==> src/rtl/gcd_pkg.sv <==
// Shared state encoding, default sizes and the round-robin pick helper
// used by the GCD scheduler and its datapath core.
package gcd_pkg;

  typedef enum logic [1:0] {
    IDLE = 2'd0,
    RUN  = 2'd1,
    RESP = 2'd2
  } state_t;

  localparam int GCD_W = 8;
  localparam int GCD_N = 4;
  localparam int MAX_N = 32;

  // First set bit of valid at or above ptr, wrapping modulo n; 0 when none.
  function automatic logic [4:0] rr_pick(input logic [MAX_N-1:0] valid,
                                         input logic [4:0]       ptr,
                                         input int               n);
    logic [4:0] pick;
    logic       found;
    logic [5:0] idx;
    pick  = '0;
    found = 1'b0;
    for (int k = 0; k < MAX_N; k++) begin
      idx = {1'b0, ptr} + 6'(k);
      if (idx >= 6'(n)) idx = idx - 6'(n);
      if (k < n && !found && valid[idx[4:0]]) begin
        pick  = idx[4:0];
        found = 1'b1;
      end
    end
    return pick;
  endfunction

endpackage

==> src/rtl/gcd_core.sv <==
// Iterative subtraction GCD datapath: one subtraction per cycle until an
// operand reaches zero, at which point the other operand is the result.
module gcd_core
  import gcd_pkg::*;
#(
  parameter int W = GCD_W
) (
  input  logic         clock,
  input  logic         reset,
  input  logic         load,
  input  logic [W-1:0] a,
  input  logic [W-1:0] b,
  output logic         done,
  output logic [W-1:0] result
);

  logic [W-1:0] x;
  logic [W-1:0] y;

  assign done   = (x == '0) || (y == '0);
  assign result = x | y;

  // Stepping stops by itself once done, so no separate enable is needed.
  always_ff @(posedge clock) begin
    if (reset) begin
      x <= '0;
      y <= '0;
    end else if (load) begin
      x <= a;
      y <= b;
    end else if (!done) begin
      if (x > y) x <= x - y;
      else       y <= y - x;
    end
  end

endmodule

==> src/rtl/gcd_scheduler.sv <==
// Round-robin front end sharing one gcd_core between N requesters; results
// return on a single response channel tagged with the requester id.
//
// state | meaning
// IDLE  | arbitrating; grant offered to the first valid requester from ptr
// RUN   | core iterating on the latched operands
// RESP  | result presented, waiting for resp_ready
module gcd_scheduler
  import gcd_pkg::*;
#(
  parameter  int W   = GCD_W,
  parameter  int N   = GCD_N,
  localparam int IDW = $clog2(N)
) (
  input  logic           clock,
  input  logic           reset,
  input  logic [N-1:0]   req_valid,
  output logic [N-1:0]   req_ready,
  input  logic [N*W-1:0] req_a,
  input  logic [N*W-1:0] req_b,
  output logic           resp_valid,
  input  logic           resp_ready,
  output logic [IDW-1:0] resp_id,
  output logic [W-1:0]   resp_gcd,
  output logic           busy
);

  state_t           state;
  state_t           state_nxt;
  logic [IDW-1:0]   ptr_q;
  logic [IDW-1:0]   id_q;
  logic [W-1:0]     gcd_q;
  logic [IDW-1:0]   grant;
  logic [MAX_N-1:0] valid_ext;
  logic             any_req;
  logic             load;
  logic [W-1:0]     a_sel;
  logic [W-1:0]     b_sel;
  logic             core_done;
  logic [W-1:0]     core_result;

  always_comb begin
    valid_ext          = '0;
    valid_ext[N-1:0]   = req_valid;
  end

  assign any_req = |req_valid;
  assign grant   = IDW'(rr_pick(valid_ext, 5'(ptr_q), N));
  assign a_sel   = req_a[int'(grant)*W +: W];
  assign b_sel   = req_b[int'(grant)*W +: W];

  gcd_core #(.W(W)) u_core (
    .clock  (clock),
    .reset  (reset),
    .load   (load),
    .a      (a_sel),
    .b      (b_sel),
    .done   (core_done),
    .result (core_result)
  );

  always_ff @(posedge clock) begin
    if (reset) state <= IDLE;
    else       state <= state_nxt;
  end

  always_comb begin
    state_nxt = state;
    unique case (state)
      IDLE:    if (any_req)    state_nxt = RUN;
      RUN:     if (core_done)  state_nxt = RESP;
      RESP:    if (resp_ready) state_nxt = IDLE;
      default:                 state_nxt = IDLE;
    endcase
  end

  always_comb begin
    req_ready = '0;
    load      = 1'b0;
    if (state == IDLE && any_req) begin
      req_ready = N'(1) << grant;
      load      = 1'b1;
    end
  end

  assign resp_valid = (state == RESP);
  assign busy       = (state != IDLE);
  assign resp_id    = id_q;
  assign resp_gcd   = gcd_q;

  always_ff @(posedge clock) begin
    if (reset) begin
      ptr_q <= '0;
      id_q  <= '0;
      gcd_q <= '0;
    end else begin
      if (load) begin
        id_q  <= grant;
        ptr_q <= (grant == IDW'(N-1)) ? '0 : grant + 1'b1;
      end
      if (state == RUN && core_done) gcd_q <= core_result;
    end
  end

endmodule
==> config.mk <==
export PLATFORM = sky130hd
export DESIGN_NAME = gcd_scheduler
export DESIGN_NICKNAME = d
export VERILOG_FILES = /design/src/rtl/gcd_pkg.sv /design/src/rtl/gcd_core.sv /design/src/rtl/gcd_scheduler.sv
export SDC_FILE = /design/constraint.sdc
export NUM_CORES = 1
export LEC_CHECK = 0
export CAP_MARGIN = 40
export CORE_MARGIN = 4
export CORE_UTILIZATION = 51
export DETAILED_ROUTE_END_ITERATION = 10
export GPL_ROUTABILITY_DRIVEN = 0
export PLACE_DENSITY_LB_ADDON = 0.2
export SLEW_MARGIN = 40
export SYNTH_ARGS = -nofsm -noshare
export SYNTH_HDL_FRONTEND = slang
export SYNTH_SLANG_ARGS = --single-unit
==> constraint.sdc <==
create_clock -name clock -period 10.13 [get_ports clock]
set_input_delay 2.026 -clock clock [delete_from_list [all_inputs] [get_ports clock]]
set_output_delay 2.026 -clock clock [all_outputs]
set_load 0.02 [all_outputs]
==> reports/results.ini <==
[status]
status=completed

[floorplan]
boundaryPins=87
die_h_um=82.18
design.die.area_um2=6754
rows=26
die_x_um=82.18
fp.coreArea_um2=5205
start_util=0.5392

[synth]
yosysWarnings=0
ys_dominant_reg_cell=dfxtp_1
synth_nets=421
ys_types=57
postSynthAreaPerCell_um2=8.853
synth_edf_count=0
syn_inst=317
syn_area_um2=2806
ys_seq_area_frac=0.2140
synth-seq-cells=30
ys_async_sr_fraction=0

[min_path]
min_path_type=reg2reg

[grt]
use_met1=0.2893
grt_pass1_vias=2598
antenna_found_initial=0
grt_use_total=0.2282
grt_pass1_wl_mm=11.95
met2_usage=0.3998
overflow=0
grt_max_degree=28
top_usage_layer=met2
met3_usage=0.03579

[sta]
hold_viol_final=0
grt_setup_unrepaired=false
period_share=0.6956
finalSetupViolCount=0
slew_headroom=0.4206
worstMarginPinSlew_ps=865.9
skew_ps=4.837
final.setup.tns_ps=0
min_period_ps=7046
drv_slew=0
timing.fmax_ghz=0.1419

[final_layout]
antenna_cells=0
fin_nets=502
area_growth_pct=35.09
fin_area_um2=3791
drive_gt1_frac=0.07286

[clock_tree]
ctsResizeCount=0
worst_skew_pair.late_latency_ps=280
root_buffer=clkbuf_8
post_cts_buffers=0
cts.sink_count=30
clkSlewWorstSetupHoldPaths_ps=60
cts_max_level=2
ctsHoldBuffers=0
clockBufferDepth=2
cts_tree=built
cts_inserted_buffers=5

[critical_path]
crit_required_ps=8100
crit_arrival_ps=5020
start_kind=input pin
worst-setup-path-type=in2out
cp_max_fo=27
cp-end-kind=output pin

[detailed_routing]
avgRoutedWirePerCell_um=15.89
drt_iter0_drc=107
first_pass_iters=4
drc=0
ant_nets=0
vias_per_cell=5.607
wl_mm=7.437
vias=2624

[power]
ir_drop_v=0.0002004
power_leakage_nw=1.655
power.density_nw_per_um2=356.0

[place]
portBuffers=86
place_hpwl_mm=5.860
placed_cell_area_um2=3684

[flow_run]
drv_cap=0

-- report_power, final --
part           internal, mW  leakage (nW)  switching, mW
combinational         0.468          1.35          0.540
clock                0.0786        0.0573         0.0458
sequential            0.166         0.248         0.0509
-- final timing paths --
| check | from | to | slack [ps] | cells after the start |
|---|---|---|---|---|
| min reg2reg | resp_id[0] | resp_id[0] | 490 | 2 |
| max reg2reg | ptr_q[0] | u_core.x[7] | 6610 | 10 |
| max | req_valid[3] | req_ready[2] | 3080 | 10 |
| min | resp_id[0] | resp_id[0] | 490 | 2 |
-- kinds of logic (layout without fill, tap and decap cells) --
| kind of cell | Yosys count | after routing | synth area share |
|---|---|---|---|
| xor gates and xnor gates | 9 | 9 | 0.02809 |
| DFF | 30 | 30 | 0.2140 |
| adders and majority gates | 33 | 33 | 0.1525 |
| AOI/OAI and AO/OA | 80 | 80 | 0.2095 |
| buffers and inverters | 41 | 122 | 0.07356 |
| muxes | 51 | 51 | 0.1859 |
| and+or+nand+nor | 73 | 73 | 0.1364 |
-- synthesized netlist by cell type, types with 3 or more instances --
library cell	number	area, µm²
and2_1	4	25.02
o211ai_1	3	22.52
nand2_1	12	45.04
nor2_1	25	93.84
or4_1	3	22.52
xnor2_1	4	35.03
inv_1	25	93.84
a21o_1	4	30.03
a211oi_1	14	105.1
a21oi_1	14	70.07
buf_2	4	20.02
nand3_1	3	15.01
ha_1	31	387.9
o22ai_1	3	18.77
o21bai_1	8	60.06
dfxtp_1	30	600.6
a22o_1	5	43.79
nor2b_1	5	31.28
mux2_2	5	56.30
o21ai_0	6	30.03
o221ai_1	5	43.79
xor2_1	5	43.79
clkbuf_1	7	26.28
nor3_1	5	25.02
mux2i_1	45	450.4
-- area by class of cell --
| cell class | count | area (µm²) |
|---|---|---|
| Clock inverter | 1 | 30.03 |
| Timing Repair Buffer | 90 | 885.9 |
| Fill cell | 433 | 1414 |
| Clock buffer | 6 | 82.58 |
| Tap cell | 70 | 87.58 |
| Multi-Input combinational cell | 246 | 2011 |
| Inverter | 25 | 93.84 |
| Sequential cell | 30 | 600.6 |
-- sequential cells by signal, indices dropped and copies added (netlist names) --
| signal | flops |
|---|---|
| resp_gcd | 8 |
| u_core.x | 8 |
| u_core.y | 8 |
| ptr_q | 2 |
| resp_id | 2 |
| state | 2 |
-- per-stage QoR --
step	setup WS [ps]	cells	utilization	hold slack (ps)	power, mW
global placement	3200	461	0.7055	476.8	1.183
CTS	3090	468	0.7293	494.7	1.350
floorplan	4335	317	-	449.2	0.9835
finish	3084	468	0.7284	488.0	1.350
global route	2926	468	0.7284	523.0	1.458
detailed placement	3104	461	0.7077	485.7	1.213
-- cells in the final DEF, fill, tap and decap left out, types with 5 or more instances in the layout --
cell type,Yosys,layout
mux2i_1,45,45
clkdlybuf4s50_1,0,85
a211oi_1,14,14
nor2b_1,5,5
xor2_1,5,5
o21ai_0,6,6
mux2_2,5,5
o21bai_1,8,8
dfxtp_1,30,30
nor3_1,5,5
a22o_1,5,5
a21oi_1,14,14
nor2_1,25,25
clkbuf_8,0,6
ha_1,31,31
o221ai_1,5,5
inv_1,25,25
nand2_1,12,12
-- metal layers --
layer  share of wire  up-vias
li1                -     1308
met5               0        -
met2            0.50       73
met4          0.0085        0
met3           0.057        7
met1            0.44     1236
-- critical path: stages --
cell and delay (ps):
clkdlybuf4s50_1 530, mux2_4 300, and3_4 190, a31o_1 180, a222oi_1 350, buf_4 460
inv_1 120, ha_1 190, and2_1 130, clkdlybuf4s50_1 530
Note: power is estimated with default switching activity, not from simulation.
==> patch 1 (same settings) <==
`GCD_N`: 4 -> 8.
--- a/src/rtl/gcd_pkg.sv
+++ b/src/rtl/gcd_pkg.sv
@@ -9,7 +9,7 @@
   } state_t;
 
   localparam int GCD_W = 8;
-  localparam int GCD_N = 4;
+  localparam int GCD_N = 8;
   localparam int MAX_N = 32;
 
   // First set bit of valid at or above ptr, wrapping modulo n; 0 when none.
Ports: changed (5 resized); port bits go from 87 to 160. The function was not compared with the original's and may differ.
==> patch 1 against the original RTL <==
- highest routed layer unchanged
- routed wire length increased by 89%
- largest cell class unchanged
- total power increased by 43%
- register-to-register slack got worse by 1.7 ns
- critical path type unchanged
- clock power decreased by 26%
- synthesized area increased by 53%
- design area increased by 56%
- clock skew about the same
- sequential cell count increased by 2
- critical path depth increased by 1
- setup slack got worse by 1.3 ns
==> patch 1: results <==
metrics = {
    "detailed_routing": {
        "first_iter_violations": 334,
        "route.detailed.vias_per_inst": 6.07,
        "wl_um": 14100,
        "dr.pass1.iters": 5,
    },
    "power": {
        "p_seq_share_pct": 12.2,
        "ir_worst_vdd_v": 0.000187,
        "p_sw_share_pct": 51.7,
        "cellLeakagePower_nw": 2.35,
        "pg_clk_mw": 0.0919,
        "clkPwrFrac_pct": 4.8,
    },
    "setup_path": {
        "cp_max_fo": 54,
        "cp_data_arrival_time_ns": 6.27,
        "reg2reg_slack_ns": 4.96,
    },
    "timing": {
        "fin_skew_ns": 0.00480,
        "maxSlewHeadroom_pct": 42.9,
        "layout_setup_ws_ns": 1.83,
    },
    "global_routing": {
        "antenna_found_initial": 0,
        "grt_max_degree": 55,
        "grt_pass1_vias": 4541,
        "grt_usage_pct": 27.8,
        "grt_pass1_wl_um": 22400,
    },
    "synthesis": {
        "synthTopCellsByArea": "mux2i_1 (16%), dfxtp_1 (15%), ha_1 (10%), mux4_2 (7.4%), nand2_1 (4.9%)",
        "ys_seq_area_share_pct": 15.0,
        "netlist_top_cells_count": "mux2i_1 (70), nand2_1 (56), a21oi_1 (36)",
        "ys_types": 66,
        "synth_fp_nets": 675,
        "yosys_most_used_dff": "dfxtp_1",
    },
    "placed_design": {
        "io_buffers": 159,
        "dp_hpwl_um": 11400,
        "dpl-instance-area_um2": 5830,
        "dp_slack_ns": 1.95,
    },
    "final_layout": {
        "drive_above_1_share_pct": 7.67,
        "final_nets": 815,
    },
    "clock_tree": {
        "cts_buffer_depth": 2,
        "path_clk_slew_ns": 0.06,
        "post_cts_buffers": 0,
    },
    "outcome": {
        "status": "finished clean",
    },
}
## patch 1: critical path, cell delays in order
cell and delay [ns]:
clkdlybuf4s50_1 0.57, mux4_2 0.58, mux2i_1 0.36, o21ai_1 0.19
or4_1 0.52, a31o_1 0.20, and2_1 0.40, inv_8 0.46
ha_1 0.24, and2_1 0.12, clkdlybuf4s50_1 0.59
## patch 1: final timing paths
check / cells after the start / endpoint / startpoint
worst max-delay path: 11 / req_ready[7] / req_valid[3]
worst min-delay path: 2 / resp_id[0] / resp_id[0]
worst max register to register: 12 / u_core.y[7] / ptr_q[0]
worst min register to register: 2 / resp_id[0] / resp_id[0]
## patch 1: per-layer routing
layer,track usage [%],vias up,wire length (µm),share of wire [%]
met1,33.6,2065,5400,38
met3,6.80,40,1410,10
met2,48.9,279,6890,49
li1,-,2134,-,-
met5,0,-,0,0
met4,7.88,0,365,2.6
## patch 1: layout make-up
class,count,area (µm²)
Timing Repair Buffer,162,1610
Sequential cell,32,642
Multi-Input combinational cell,405,3320
Tap cell,105,131
Inverter,33,136
Fill cell,627,2260
Clock buffer,6,72.6
Clock inverter,1,5.00
## patch 1: through the flow
| step | cells | utilization [%] | hold slack (ns) |
|---|---|---|---|
| 2_1_floorplan | 499 | - | 0.430 |
| 3_3_place_gp | 737 | 71.4 | 0.445 |
| 3_5_place_dp | 737 | 71.3 | 0.450 |
| 4_1_cts | 744 | 72.3 | 0.459 |
| 5_1_grt | 744 | 72.3 | 0.507 |
| 6_report | 744 | 72.3 | 0.461 |
## patch 1: cell families after synthesis
logic type      after synthesis  share of synthesized area, %
fa+ha+maj                    37                          11.2
buf+inv                      62                          7.62
flops                        32                          15.0
xor+xnor                     15                          3.07
compound gates              134                          23.2
mux                          94                          26.5
simple gates                125                          13.5
==> patch 2 (same settings) <==
Made on the original files. The 3 states of `state_t` get a one-hot encoding in 3 bits.
--- a/src/rtl/gcd_pkg.sv
+++ b/src/rtl/gcd_pkg.sv
@@ -2,10 +2,10 @@
 // used by the GCD scheduler and its datapath core.
 package gcd_pkg;
 
-  typedef enum logic [1:0] {
-    IDLE = 2'd0,
-    RUN  = 2'd1,
-    RESP = 2'd2
+  typedef enum logic [2:0] {
+    IDLE = 3'b001,
+    RUN  = 3'b010,
+    RESP = 3'b100
   } state_t;
 
   localparam int GCD_W = 8;
Check against the original RTL: no difference found for any inputs over 4 cycles, from zero or initial values and one cycle with reset high; so few cycles prove little.
==> patch 2 against the original RTL <==
- total power is 12% lower
- sequential share of layout area is essentially flat
- design area increased by 3.6%
- via count rose by 11%
- non-clock buffer count decreased by 3
- count of clock-buffer cells in the layout is the same
- sequential cell count rose by 1
- routed wire length up 7.7%
- synthesized area is 6.4% higher
- largest power group unchanged
- setup slack improved by 0.028 ns
- clock skew is 0.0032 ns higher
==> patch 2: results <==
metrics = {
    "outcome": {
        "status": "finished clean",
    },
    "power": {
        "ir_worst_vdd_v": 0.000170,
        "p_sw_share_pct": 49.4,
        "cellLeakagePower_nw": 1.59,
    },
    "synthesis": {
        "synth_compound_gate_area_share_pct": 24.3,
        "ys_seq_area_share_pct": 20.8,
        "synthTopCellsByArea": "dfxtp_1 (21%), ha_1 (13%), a211oi_1 (5.5%), mux2i_1 (5.4%), a21oi_1 (4.0%)",
        "ys_types": 59,
        "async_flop_share_pct": 0,
        "synth_fp_nets": 463,
        "muxShareOfSynthArea_pct": 9.76,
        "syn_inst": 359,
        "yosys.area_share.xor_xnor_pct": 3.23,
        "synthAdderAreaFrac_pct": 14.3,
        "netlist_top_cells_count": "nor2_1 (32), dfxtp_1 (31), ha_1 (31)",
    },
    "timing": {
        "fin_skew_ns": 0.00802,
        "maxSlewHeadroom_pct": 47.8,
    },
    "placed_design": {
        "dp.cells": 500,
        "dp_hpwl_um": 6360,
    },
    "global_routing": {
        "grt_pass1_wl_um": 13100,
        "grt_usage_pct": 22.2,
        "grt_max_degree": 25,
    },
    "setup_path": {
        "cp_max_fo": 21,
        "cp_data_arrival_time_ns": 4.99,
    },
    "final_layout": {
        "final_nets": 539,
        "fillers": 483,
        "drive_above_1_share_pct": 8.05,
    },
    "detailed_routing": {
        "wl_per_cell_um": 15.8,
        "first_iter_violations": 185,
        "wl_um": 8010,
    },
    "clock_tree": {
        "ctsResizeCount": 0,
    },
}
## patch 2: changes by cell type in the layout (fill, tap and decap cells not counted), moves of 5 or more
cell / delta
a21oi_1: +10
nand3_1: +10
nor2_1: +6
xor2_1: -5
a211oi_1: +8
xnor2_1: +7
nand2_1: +7
mux2i_1: -29
o21ai_0: +5
a211o_1: +11
## patch 2: area by class of cell
cell class / count / area (µm²) / area share [%]
tap: 72 / 90.1 / 2.29
timing repair buffer: 87 / 863 / 22.0
clock buffer: 6 / 82.6 / 2.10
inverter: 27 / 104 / 2.65
sequential: 31 / 621 / 15.8
clock inverter: 1 / 5.00 / 0.127
multi-input combinational: 283 / 2160 / 55.0
## patch 2: metal layers
metal  up-vias  global-route usage (%)  routed length [µm]
li1       1450                       -                   -
met1      1327                    29.4                3530
met2       122                    36.6                3730
met3        18                    3.24                 573
met4         0                    7.91                 188
met5         -                       0                   0
## patch 2: power groups by stage
stage | clock, mW | combinational (mW) | sequential [mW]
floorplan | 0 | 0.693 | 0.194
global placement | 0 | 0.845 | 0.202
detailed placement | 0 | 0.859 | 0.204
CTS | 0.0983 | 0.871 | 0.202
global route | 0.102 | 0.970 | 0.209
finish | 0.0966 | 0.883 | 0.202
## patch 2: through the flow
stage	hold WS (ns)	instance area [µm²]	setup slack, ns
3_5_place_dp	0.461	3830	3.15
6_report	0.465	3930	3.11
4_1_cts	0.469	3920	3.13
5_1_grt	0.526	3930	2.94
2_1_floorplan	0.455	2990	4.41
3_3_place_gp	0.444	3830	3.22
## patch 2: worst paths after layout
kind                                    from      endpoint  cells past startpoint  slack [ns]
worst max-delay path            req_valid[1]  req_ready[2]                     10        3.11
worst min-delay path              resp_id[0]    resp_id[0]                      2        0.46
worst max register to register      ptr_q[0]   u_core.y[1]                     10        6.65
worst min register to register    resp_id[0]    resp_id[0]                      2        0.46
